**config.mk**
```make
export PLATFORM = sky130hd
export DESIGN_NAME = button_event_decoder
export DESIGN_NICKNAME = d
export VERILOG_FILES = /design/src/rtl/button_event_decoder.sv
export SDC_FILE = /design/constraint.sdc
export NUM_CORES = 1
export LEC_CHECK = 0
export CAP_MARGIN = 20
export CORE_MARGIN = 2
export CORE_UTILIZATION = 35
export CTS_CLUSTER_SIZE = 25
export DETAILED_ROUTE_END_ITERATION = 12
export PLACE_DENSITY = 0.58
export SETUP_SLACK_MARGIN = 0.1
export SYNTH_ARGS = -nofsm -noshare
export SYNTH_HDL_FRONTEND = slang
export SYNTH_SLANG_ARGS = --single-unit
```
**constraint.sdc**
```tcl
create_clock -name clk -period 3.7 [get_ports clk]
set_input_delay 0.925 -clock clk [delete_from_list [all_inputs] [get_ports clk]]
set_output_delay 0.925 -clock clk [all_outputs]
set_load 0.005 [all_outputs]
```
**src/rtl/button_event_decoder.sv**
```systemverilog
// Turns a debounced button level into single-cycle gesture events:
// press, release, click, double-click, long-press and auto-repeat.
module button_event_decoder #(
   parameter int unsigned LONG_CYCLES   = 20,
   parameter int unsigned DCLICK_GAP    = 8,
   parameter int unsigned REPEAT_CYCLES = 5
) (
   input  logic clk,
   input  logic rst,
   input  logic btn,
   output logic press,
   output logic release_p,
   output logic click,
   output logic double_click,
   output logic long_press,
   output logic rpt,
   output logic held
);

   localparam int unsigned MAX_CYC =
      (LONG_CYCLES > DCLICK_GAP)
         ? ((LONG_CYCLES > REPEAT_CYCLES) ? LONG_CYCLES : REPEAT_CYCLES)
         : ((DCLICK_GAP > REPEAT_CYCLES) ? DCLICK_GAP : REPEAT_CYCLES);
   localparam int unsigned CNT_W = $clog2(MAX_CYC + 1);

   localparam logic [CNT_W-1:0] CNT_SAT = '1;
   localparam logic [CNT_W-1:0] LONG_M2 = CNT_W'(LONG_CYCLES - 2);
   localparam logic [CNT_W-1:0] GAP_M1  = CNT_W'(DCLICK_GAP - 1);
   localparam logic [CNT_W-1:0] RPT_M1  = CNT_W'(REPEAT_CYCLES - 1);

   typedef enum logic [2:0] {
      IDLE,
      PRESSED,
      LONG,
      WAIT_GAP,
      SECOND
   } state_t;

   state_t           state;
   state_t           state_nxt;
   logic             btn_q;
   logic [CNT_W-1:0] cnt;
   logic [CNT_W-1:0] cnt_nxt;
   logic             rise;
   logic             fall;
   logic             click_nxt;
   logic             dclick_nxt;
   logic             long_nxt;
   logic             rpt_nxt;
   logic             held_nxt;
   logic             cnt_reload;

   assign rise = btn & ~btn_q;
   assign fall = ~btn & btn_q;

   // State, counter and all registered outputs
   always_ff @(posedge clk) begin
      if (rst) begin
         state        <= IDLE;
         btn_q        <= 1'b0;
         cnt          <= '0;
         press        <= 1'b0;
         release_p    <= 1'b0;
         click        <= 1'b0;
         double_click <= 1'b0;
         long_press   <= 1'b0;
         rpt          <= 1'b0;
         held         <= 1'b0;
      end else begin
         state        <= state_nxt;
         btn_q        <= btn;
         cnt          <= cnt_nxt;
         press        <= rise;
         release_p    <= fall;
         click        <= click_nxt;
         double_click <= dclick_nxt;
         long_press   <= long_nxt;
         rpt          <= rpt_nxt;
         held         <= held_nxt;
      end
   end

   // Gesture decode: next state, event pulses and counter update
   always_comb begin
      state_nxt  = state;
      click_nxt  = 1'b0;
      dclick_nxt = 1'b0;
      long_nxt   = 1'b0;
      rpt_nxt    = 1'b0;
      cnt_reload = 1'b0;

      case (state)
         IDLE: begin
            if (rise) state_nxt = PRESSED;
         end
         PRESSED, SECOND: begin
            if (fall) begin
               state_nxt  = (state == PRESSED) ? WAIT_GAP : IDLE;
               dclick_nxt = (state == SECOND);
            end else if (cnt == LONG_M2) begin
               state_nxt = LONG;
               long_nxt  = 1'b1;
            end
         end
         LONG: begin
            // A release always suppresses a coincident repeat pulse
            if (fall) begin
               state_nxt = IDLE;
            end else if (cnt == RPT_M1) begin
               rpt_nxt    = 1'b1;
               cnt_reload = 1'b1;
            end
         end
         WAIT_GAP: begin
            if (rise) begin
               state_nxt = SECOND;
            end else if (cnt == GAP_M1) begin
               state_nxt = IDLE;
               click_nxt = 1'b1;
            end
         end
         default: state_nxt = IDLE;
      endcase

      held_nxt = (state_nxt == PRESSED) || (state_nxt == LONG) || (state_nxt == SECOND);

      if ((state_nxt != state) || cnt_reload) begin
         cnt_nxt = '0;
      end else if (cnt != CNT_SAT) begin
         cnt_nxt = cnt + CNT_W'(1);
      end else begin
         cnt_nxt = cnt;
      end
   end

endmodule

```
After elaboration in Yosys (flattened, before gate mapping)
Cells that the tools add are included.
{"block": "op_classes", "addsub": 1, "eq_ne": 12, "muxes": 13, "n_bitwise": 7, "reduce_logical": 9}
{"operator": "$mux W3", "n": 6}
{"operator": "$pmux W3 S4", "n": 1}
{"operator": "$eq A5 B3 Y1 const B", "n": 2}
{"operator": "$eq A3 B2 Y1 const B", "n": 3}
{"operator": "$reduce_or A3 Y1", "n": 3}
{"operator": "$eq A3 B1 Y1 const B", "n": 2}
{"operator": "$eq A3 B3 Y1 const B", "n": 2}
{"operator": "$add A5 B1 Y5 const B", "n": 1}
{"operator": "$eq A5 B5 Y1 const B", "n": 1}
{"operator": "$mux W1", "n": 5}
{"operator": "$ne A5 B5 Y1 const B", "n": 1}
{"operator": "$not A1 Y1", "n": 5}
{"operator": "$reduce_or A2 Y1", "n": 2}
{"operator": "$logic_not A3 Y1", "n": 1}
{"operator": "$logic_or A1 B1 Y1", "n": 3}
{"operator": "$ne A3 B3 Y1", "n": 1}
{"operator": "$and A1 B1 Y1", "n": 2}
{"operator": "$mux W2", "n": 1}
{"block": "totals", "register_bits": 16, "inputBits": 3, "output_inout_bits": 7, "elab_cells": 52}

Logic depth before layout (Yosys ltp)
{"block": "depth", "word_depth": 7, "depth_mapped": 7, "ltp_nobuf": 7}

Worst setup path after synthesis
OpenSTA, ideal clock, no wires.
{"block": "synth_path", "path_type": "input-to-reg", "start": "in btn", "end": "reg held", "setup_ps": 133, "arrival_time_ps": 1834, "required_ps": 3567, "setup_slack_ps": 1734, "cell_stages": 5, "path_buffers": 0, "path_cell_list": "nor2b_1 > nor3_1 > a21o_1 > nor4b_2 > a211oi_2"}
{"block": "synth_between", "elab_chain_cells": 7, "word_cells_on_any_way": 13, "cone_classes": "3 x eq/ne; 5 x mux; 3 x bitwise; 2 x reduce/logical"}
{"element": "start, declared", "line_no": "10", "source": "input logic btn,"}
{"element": "$not A1 Y1", "line_no": "54", "source": "assign fall = ~btn & btn_q;"}
{"element": "$and A1 B1 Y1", "line_no": "54"}
{"element": "$mux W3 (on tied branches)", "line_no": "107, 97"}
{"element": "$pmux W3 S4 *", "line_no": "92", "source": "case (state)"}
{"element": "$eq A3 B1 Y1 or $eq A3 B2 Y1 (tied branches)", "line_no": "125", "source": "held_nxt = (state_nxt == PRESSED) || (state_nxt == LONG) || (state_nxt == SECOND);"}
{"element": "$logic_or A1 B1 Y1", "line_no": "125"}
{"element": "$logic_or A1 B1 Y1 *", "line_no": "125"}
{"element": "end signal, assigned", "line_no": "79", "source": "held <= held_nxt;"}
{"element": "end, declared", "line_no": "17", "source": "output logic held"}
Every way passes the cells marked *; elsewhere a longest branch is shown, timed or not.
A chain may end at the register's enable or synchronous reset.

Worst setup path in the final report
{"block": "layout_path", "start": "in btn", "end": "reg cnt[1]"}
{"block": "layout_between", "elab_chain_cells": 7, "word_cells_on_any_way": 13, "cone_classes": "1 x eq/ne; 7 x mux; 3 x bitwise; 2 x reduce/logical"}
{"element": "$not A1 Y1", "line_no": "54"}
{"element": "$and A1 B1 Y1", "line_no": "54"}
{"element": "$mux W3 (on tied branches)", "line_no": "107, 97"}
{"element": "$pmux W3 S4", "line_no": "92"}
{"element": "$ne A3 B3 Y1", "line_no": "127", "source": "if ((state_nxt != state) || cnt_reload) begin"}
{"element": "$logic_or A1 B1 Y1 *", "line_no": "127"}
{"element": "$reduce_or A2 Y1 (no source line) *"}
{"element": "end signal, assigned", "line_no": "72", "source": "cnt <= cnt_nxt;"}
{"element": "end, declared", "line_no": "42", "source": "logic [CNT_W-1:0] cnt;"}
Marked as above.

==> impl_metrics.csv <==
group,metric,value,unit
logic_synthesis,syn-mean-instance-area,9.93,sq um
worst_setup_path,end_kind,"flop",
sta,rsz0062_at_grt,"no",
floorplanning,io_pins,10,
finish,multi_input_area,483,sq um
route,drcViolationCount,0,
worst_setup_path,start_kind,"input pin",
sta,maxSlewHeadroom,70.5,%
global_route,grt_use_met3,6.29,%
clocking,cts_buffer_depth,2,
sta,hold_violations,0,
sta,layout_setup_ws,1.33,ns
logic_synthesis,synth_seq_cells,16,
logic_synthesis,yosys_warnings,0,
clocking,cts_num_sinks,16,
global_route,grt_overflow,0,
finish,area_delta_synth_final,16.2,%
worst_setup_path,arrival,2.53,ns
clocking,cts_root_buf,"clkbuf_4",
route,drtAntennaViolNets,0,
route,wl_per_cell,12.3,um
placed_design,place_congestion,0.840,
pwr,powerDensity,337,nW/um^2
pwr,peakVddDrop,0.000165,V
logic_synthesis,ys_async_sr_fraction,0,%
finish,n_antenna_cell,0,
sta,setup_viol,0,
global_route,antenna_found_initial,0,
floorplanning,die_width,52.5,um
job,maxCapViolCount,0,
global_route,track_usage,13.5,%
sta,finalCritPeriodShare,63.9,%
logic_synthesis,netlist_area,825,sq um
global_route,grt_pass1_vias,590,
logic_synthesis,synth_cells,83,
logic_synthesis,seq_area_frac_synth,38.8,%
route,dr.pass1.iters,3,
sta,holdWs,0.590,ns
sta,skew,0.00455,ns
clocking,cts_setup_buffers,0,
finish,fill_cells,224,
sta,finalMaxSlewViolations,0,
route,dr_total_vias,610,
global_route,grt_max_degree,13,
run_status,outcome,"finished, final reports clean",
floorplanning,dieArea,2760,sq um
global_route,busiest_layer,"met2",
logic_synthesis,ys_types,37,
placed_design,place_ws,1.03,ns
finish,drive_gt1_share,13.0,%
clocking,cts_tree,"built",
clocking,htree_levels,1,
clocking,insertion_delay,0.28,ns
finish,fin_util,43.3,%
clocking,cts_inserted_buffers,3,
floorplanning,initial_core_util,37.3,%
floorplanning,die_y,52.5,um
sta,fmax,423,MHz
floorplanning,coreArea,2210,sq um
pwr,p_leak,0.000357,uW
clocking,ctsHoldBuffers,0,
sta,worst_pin_slew,0.442,ns
logic_synthesis,ys.flop_type,"dfxtp_1",
clocking,clkTransAtPathRegs,0.08,ns
sta,setup_tns,0,ns
sta,period_minus_slack,2.37,ns
route,vias_per_cell,5.08,
finish,num-nets-final,101,
global_route,use_met2,21.3,%
route,detail_route.wirelength,1480,um
worst_setup_path,worstSetupPathType,"in2reg",
hold_path,hold_class,"reg2reg",
floorplanning,rows,17,
logic_synthesis,synth_nets,90,
clocking,cts.repair.resized,0,
worst_setup_path,required,3.86,ns
placed_design,dp_hpwl,1100,um
route,drt_iter0_drc,6,
pwr,power.total,323,uW
finish,ff_latch_area,320,sq um
global_route,met1_usage,15.0,%
logic_synthesis,synth-edff-count,0,
global_route,grt_pass1_wl,2600,um
placed_design,io_buffers,9,
worst_setup_path,worst-path-max-fanout,5,
==> cells by family after synthesis <==
logic type	synth area share, %
adder cells (fa/ha/maj)	6.07
AO/OA/AOI/OAI	15.3
XOR/XNOR	3.19
multiplexers	2.43
flip-flops	38.8
AND/OR/NAND/NOR	31.6
buffers and inverters	2.58
==> layout by cell type, fill, tap and decap left out, types with 2 or more instances in the layout <==
| master | n |
|---|---|
| dfxtp_1 | 16 |
| nor2_1 | 11 |
| clkdlybuf4s50_1 | 9 |
| nor2b_1 | 5 |
| nand2_1 | 4 |
| ha_1 | 4 |
| nand2b_1 | 3 |
| a21oi_1 | 3 |
| clkbuf_4 | 3 |
| inv_1 | 2 |
| or2b_1 | 2 |
| nor3_1 | 2 |
| nand4_1 | 2 |
| mux2i_1 | 2 |
| xor2_1 | 2 |
==> state kept, by name, indices dropped and copies added, names as in the netlist <==
signal and cells:
click 1, release_p 1, double_click 1, btn_q 1, rpt 1, cnt 5, held 1, press 1
long_press 1, state 3
==> metal layers <==
layer | wire length, um | part of all wire [%] | vias to the layer above
met5 | 0 | 0 | -
met2 | 713 | 48 | 11
li1 | - | - | 312
met4 | 32 | 2.2 | 0
met1 | 661 | 45 | 283
met3 | 71 | 4.8 | 4
==> worst max-delay path, stage by stage <==
cell and delay, ns:
clkdlybuf4s50_1 0.50, nor2b_1 0.34, nor3_1 0.15, a21o_1 0.21, o2111ai_2 0.30, nor2_1 0.09
==> Yosys cell counts, types with 2 or more instances <==
master	number	area, sq um
a21oi_1	3	15.0
buf_2	2	10.0
dfxtp_1	16	320
ha_1	4	50.1
inv_1	2	7.51
mux2i_1	2	20.0
nand2_1	4	15.0
nand2b_1	3	18.8
nand4_1	2	12.5
nor2_1	11	41.3
nor2b_1	5	31.3
nor3_1	2	10.0
or2b_1	2	15.0
xor2_1	2	17.5
==> final timing paths <==
check | startpoint | to | slack (ns) | depth (start not counted)
worst min-delay path | cnt[2]$_SDFFE_PP0P_ | rpt$_SDFF_PP0_ | 0.59 | 2
worst max-delay path | btn | cnt[1]$_SDFFE_PP0P_ | 1.33 | 6
worst max register to register | cnt[0]$_SDFFE_PP0P_ | cnt[1]$_SDFFE_PP0P_ | 2.05 | 7
worst min register to register | cnt[2]$_SDFFE_PP0P_ | rpt$_SDFF_PP0_ | 0.59 | 2
==> metrics by stage <==
| step | instance area, sq um | instances |
|---|---|---|
| after global placement | 936 | 117 |
| after CTS | 958 | 120 |
| after floorplan | 825 | 83 |
| after global routing | 958 | 120 |
| after detailed placement | 936 | 117 |
| final | 958 | 120 |
==> report_power, final <==
part	internal (uW)	total, uW	switching, uW
combinational	25.8	48.1	22.3
sequential	179	187	7.78
clock	37.8	87.7	49.9
==> layout make-up <==
type	count	area share, %
sequential	16	33.4
inverter	2	0.783
tap	28	3.66
timing repair buffer	9	9.40
clock buffer	3	2.35
multi-input combinational	62	50.4
Power figures use the tool's default switching activity.
